<file path="src/rtl/ram_req_ctrl.sv">
// Request/response front end for the data RAM: single writes, incrementing
// burst reads, with rd and wr never asserted together.
module ram_req_ctrl #(
   parameter int AWIDTH = 8,
   parameter int DWIDTH = 16,
   parameter int LWIDTH = 4
) (
   input  logic              clk,
   input  logic              rst,
   input  logic              req_valid,
   output logic              req_ready,
   input  logic              req_we,
   input  logic [AWIDTH-1:0] req_addr,
   input  logic [DWIDTH-1:0] req_wdata,
   input  logic [LWIDTH-1:0] req_len,
   output logic              rsp_valid,
   input  logic              rsp_ready,
   output logic [DWIDTH-1:0] rsp_rdata,
   output logic              rsp_last,
   output logic              mem_rd,
   output logic              mem_wr,
   output logic [AWIDTH-1:0] mem_raddr,
   output logic [AWIDTH-1:0] mem_waddr,
   output logic [DWIDTH-1:0] mem_wdata,
   input  logic [DWIDTH-1:0] mem_rdata,
   output logic              busy
);

   typedef enum logic [1:0] {
      IDLE,
      WR,
      RD_ISSUE,
      RD_RSP
   } state_t;

   state_t            state;
   state_t            state_d;
   logic [LWIDTH-1:0] cnt;
   logic [LWIDTH-1:0] cnt_d;
   logic [LWIDTH-1:0] len;
   logic [LWIDTH-1:0] len_d;
   logic              rd_d;
   logic              wr_d;
   logic [AWIDTH-1:0] raddr_d;
   logic [AWIDTH-1:0] waddr_d;
   logic [DWIDTH-1:0] wdata_d;
   logic              fire_req;
   logic              fire_rsp;

   assign req_ready = ~rst & (state == IDLE);
   assign fire_req  = req_valid & req_ready;
   assign rsp_valid = (state == RD_RSP);
   assign rsp_last  = rsp_valid & (cnt == len);
   assign rsp_rdata = mem_rdata;
   assign fire_rsp  = rsp_valid & rsp_ready;
   assign busy      = (state != IDLE);

   // Strobes default low, so each rd/wr pulse lasts exactly one cycle.
   always_comb begin
      state_d = state;
      cnt_d   = cnt;
      len_d   = len;
      rd_d    = 1'b0;
      wr_d    = 1'b0;
      raddr_d = mem_raddr;
      waddr_d = mem_waddr;
      wdata_d = mem_wdata;
      unique case (state)
         IDLE: begin
            if (fire_req) begin
               if (req_we) begin
                  state_d = WR;
                  wr_d    = 1'b1;
                  waddr_d = req_addr;
                  wdata_d = req_wdata;
               end else begin
                  state_d = RD_ISSUE;
                  rd_d    = 1'b1;
                  raddr_d = req_addr;
                  len_d   = req_len;
                  cnt_d   = '0;
               end
            end
         end
         WR:       state_d = IDLE;
         RD_ISSUE: state_d = RD_RSP;
         RD_RSP: begin
            if (fire_rsp) begin
               if (rsp_last) begin
                  state_d = IDLE;
               end else begin
                  state_d = RD_ISSUE;
                  rd_d    = 1'b1;
                  cnt_d   = cnt + 1'b1;
                  raddr_d = mem_raddr + 1'b1;
               end
            end
         end
         default: state_d = IDLE;
      endcase
   end

   always_ff @(posedge clk) begin
      if (rst) begin
         state     <= IDLE;
         cnt       <= '0;
         len       <= '0;
         mem_rd    <= 1'b0;
         mem_wr    <= 1'b0;
         mem_raddr <= '0;
         mem_waddr <= '0;
         mem_wdata <= '0;
      end else begin
         state     <= state_d;
         cnt       <= cnt_d;
         len       <= len_d;
         mem_rd    <= rd_d;
         mem_wr    <= wr_d;
         mem_raddr <= raddr_d;
         mem_waddr <= waddr_d;
         mem_wdata <= wdata_d;
      end
   end

endmodule

</file>
<file path="config.mk">
export PLATFORM = sky130hd
export DESIGN_NAME = ram_req_ctrl
export DESIGN_NICKNAME = d
export VERILOG_FILES = /design/src/rtl/ram_req_ctrl.sv
export SDC_FILE = /design/constraint.sdc
export NUM_CORES = 1
export LEC_CHECK = 0
export ABC_CLOCK_PERIOD_IN_PS = 1900
export BUFFER_PORTS_ARGS = -buffer_cell sky130_fd_sc_hd__buf_2
export CORE_ASPECT_RATIO = 0.9
export CORE_UTILIZATION = 40
export CTS_CLUSTER_DIAMETER = 120
export DETAILED_ROUTE_END_ITERATION = 7
export PLACE_DENSITY = 0.7
export SYNTH_ARGS = -nofsm -noshare
export SYNTH_HDL_FRONTEND = slang
export SYNTH_SLANG_ARGS = --single-unit
</file>
<file path="constraint.sdc">
create_clock -name clk -period 1.9 [get_ports clk]
set_input_delay 0.475 -clock clk [delete_from_list [all_inputs] [get_ports clk]]
set_output_delay 0.475 -clock clk [all_outputs]
set_load 0.01 [all_outputs]
</file>
==> impl_metrics.tcl <==
set metrics [dict create \
    outcome "complete, no violations" \
    crit_chain "ha_2, buf_4, buf_2" \
    antenna_found_initial 0 \
    ant_nets 0 \
    synth_top_cell_by_area "dfxtp_1" \
    ff2ff_setup_slack_ns 0.24 \
    ff2ff_path_depth 6 \
    drt_wl_total_microns 5120 \
    setup_ws_ns 0.0656 \
    end_kind "output port" \
    portBuffers 70 \
    synth_fp_nets 323 \
    htree_levels 2 \
    vias 2046 \
    synth-main-ff-cell "dfxtp_1" \
    clock_path_buffers 2 \
    cts_made_buffers 5 \
    drt_iter0_markers 122 \
    post-route-period-util_pct 96.5 \
    grt_pass1_wl_microns 8250 \
    vias_per_cell 5.26 \
    grt_pass1_vias 1836 \
    dieHeight_microns 73.1 \
    worstHoldEndpoint "mem_wdata[15]" \
    synthTopCellsByArea "dfxtp_1 39%, nand2_1 11%, buf_4 6.7%" \
    placementRows 25 \
    hpwlAfterDp_microns 3610 \
    r2r_start "state[0]" \
    critPathLaunchType "register" \
    slew_violations 0 \
    tightest_slew_ns 0.431 \
    slew_headroom_pct 71.3 \
    drc 0 \
    setup_viol 0 \
    hold_path_depth 3 \
    critical_path_buf_inv_count 2 \
    power_density_mw_per_mm2 1150 \
    diodes 0 \
    nets 376 \
    final_area_sq_mm 0.00266 \
    clkSinkCount 44 \
    clk_pin_slew_worst_paths_ns 0.09 \
    cts_tree "done" \
    power.total_mw 3.06 \
    critPathRequiredTime_ns 1.42 \
    area_growth_pct 18.3 \
    grt_usage_pct 18.0 \
    post-route-util_pct 50.0 \
    clk_latency_ns 0.29 \
    cp_slowest_stage_delay_ns 0.41 \
    netlist_area_sq_mm 0.00225 \
    path_max_fanout 13 \
    ys_seq_area_share_pct 39.2 \
    r2r_end "mem_raddr[5]" \
    crit_cells 3 \
    arrival_ns 1.36 \
    cts-root-buf "clkbuf_8" \
    async_flop_share_pct 0 \
    yosys_warnings 0 \
    die-area_sq_mm 0.00592 \
    syn_inst 268 \
    period_needed_ns 1.83 \
    dr.pass1.iters 4 \
    drive_gt1_share_pct 33.9 \
    nFillCells 546 \
    overflow 0 \
    avgSynthCellArea_sq_um 8.38 \
    die_width_microns 81.0 \
    synth_edf_count 0 \
    hp-start "req_wdata[15]" \
    max_freq_mhz 545 \
    placed_area_sq_mm 0.00251 \
    cts_hold_buf 0 \
    criticalPathCategory "register to output port" \
    cp_top_family "flip-flops" \
    wl_per_cell_microns 13.2 \
    grt_max_degree 30 \
    p_leak_nw 1.15 \
    num_io_pins 103 \
    maxCapViolations 0 \
    place.gp.congestion 0.797 \
    clock_skew_ns 0.00295 \
    start_util_pct 42.3 \
    ir_drop_uv 494 \
    finalHoldViolCount 0 \
    rsz0062_at_grt "true" \
    hp-class "primary input to register" \
    synth.distinct_cells 48 \
    core_area_sq_mm 0.00532 \
    ys_seq_elements 44 \
    synth_top_area_share_pct 39.2 \
    pre_cts_ws_ns 0.215 \
    crit_slowest_cell "dfxtp_1" \
]
## kinds of logic (layout without fill, tap and decap cells)
family,after synthesis,after routing,synth area share [%]
AO/OA/AOI/OAI,65,65,20.1
XOR/XNOR,4,4,1.56
adder cells (fa/ha/maj),6,6,3.34
buffers and inverters,40,94,10.7
flip-flops,44,44,39.2
multiplexers,8,8,3.79
AND/OR/NAND/NOR,101,101,21.3
## cell usage after synthesis (2+ instances only)
cell and n:
a311oi_1 4, a41oi_1 2, buf_6 2, nor2b_1 4
buf_4 20, o211ai_1 4, a21oi_1 25, nand2_1 63
xnor2_1 4, nand3_1 3, inv_1 5, o21ai_0 4
o31ai_1 2, clkbuf_1 9, o2111ai_1 2, nand2b_1 5
nand4_1 2, nor2_1 14, dfxtp_1 44, inv_2 3
a31oi_1 4, o21ai_1 3, o211a_1 3, mux2i_1 7
ha_1 6, a32o_1 2
## how the worst max path moves through the flow
stage,start,endpoint
3_3_place_gp,cnt[0],rsp_last
3_5_place_dp,cnt[0],rsp_last
5_1_grt,len[1],rsp_last
4_1_cts,len[3],rsp_last
6_report,state[1],rsp_valid
2_1_floorplan,rst,req_ready
## tightest hold or removal path: stages
cell,delay [ns]
buf_2,0.09
nand2_1,0.04
a21oi_1,0.05
## routing by layer
layer,part of all wire (%),GRT usage [%],vias to the layer above
met2,44,27.6,69
met3,7.2,5.13,8
met4,1.5,7.34,0
li1,-,-,1016
met1,47,23.5,953
met5,0,0,-
## through the flow
| step | std cells | setup TNS, ns | hold WS [ns] |
|---|---|---|---|
| after floorplan | 268 | 0 | 0.472 |
| after global placement | 379 | 0 | 0.439 |
| after detailed placement | 379 | 0 | 0.443 |
| after CTS | 387 | 0 | 0.399 |
| after global routing | 389 | -0.0155 | 0.401 |
| final | 389 | 0 | 0.410 |
## layout by cell type, fill, tap and decap left out, types with 2 or more instances in the layout
cell / n
ha_2: 2
mux2i_1: 7
o31ai_1: 2
xnor2_2: 4
nand3_1: 3
a21oi_1: 25
a41oi_1: 2
o21ai_1: 3
o211ai_1: 4
a32o_1: 2
inv_1: 5
dfxtp_1: 41
nand2_1: 63
nor2_1: 14
ha_1: 4
o211a_1: 3
a31oi_1: 4
buf_4: 8
nor2b_1: 4
inv_2: 3
a311oi_1: 4
clkbuf_8: 5
dfxtp_2: 3
o21ai_0: 4
buf_2: 70
o2111ai_1: 2
clkinv_2: 2
nand2b_1: 5
nand4_1: 2
## sequential cells by signal, summed over array words and instances, names as in the netlist
register	flops
mem_wr	1
mem_raddr	8
mem_wdata	16
state	2
mem_waddr	8
len	4
mem_rd	1
cnt	4
## power by group
group          internal, mW  switching (mW)
Clock                 0.257           0.330
Combinational         0.557           0.725
Sequential             1.06           0.133
Total                  1.87            1.19
## cell type report
type | count | area, sq um | share of cell area, %
clock inverter | 3 | 18.8 | 0.706
sequential | 44 | 885 | 33.3
clock buffer | 5 | 68.8 | 2.59
timing repair buffer | 78 | 410 | 15.4
multi-input combinational | 184 | 1160 | 43.7
tap | 67 | 83.8 | 3.15
inverter | 8 | 30.0 | 1.13
## repair_timing
item	4_1_cts	5_1_grt
pin swaps	0	1
resized for setup	9	2
setup endpoints to repair	1	4
buffers inserted	0	2
Power figures use the tool's default switching activity.
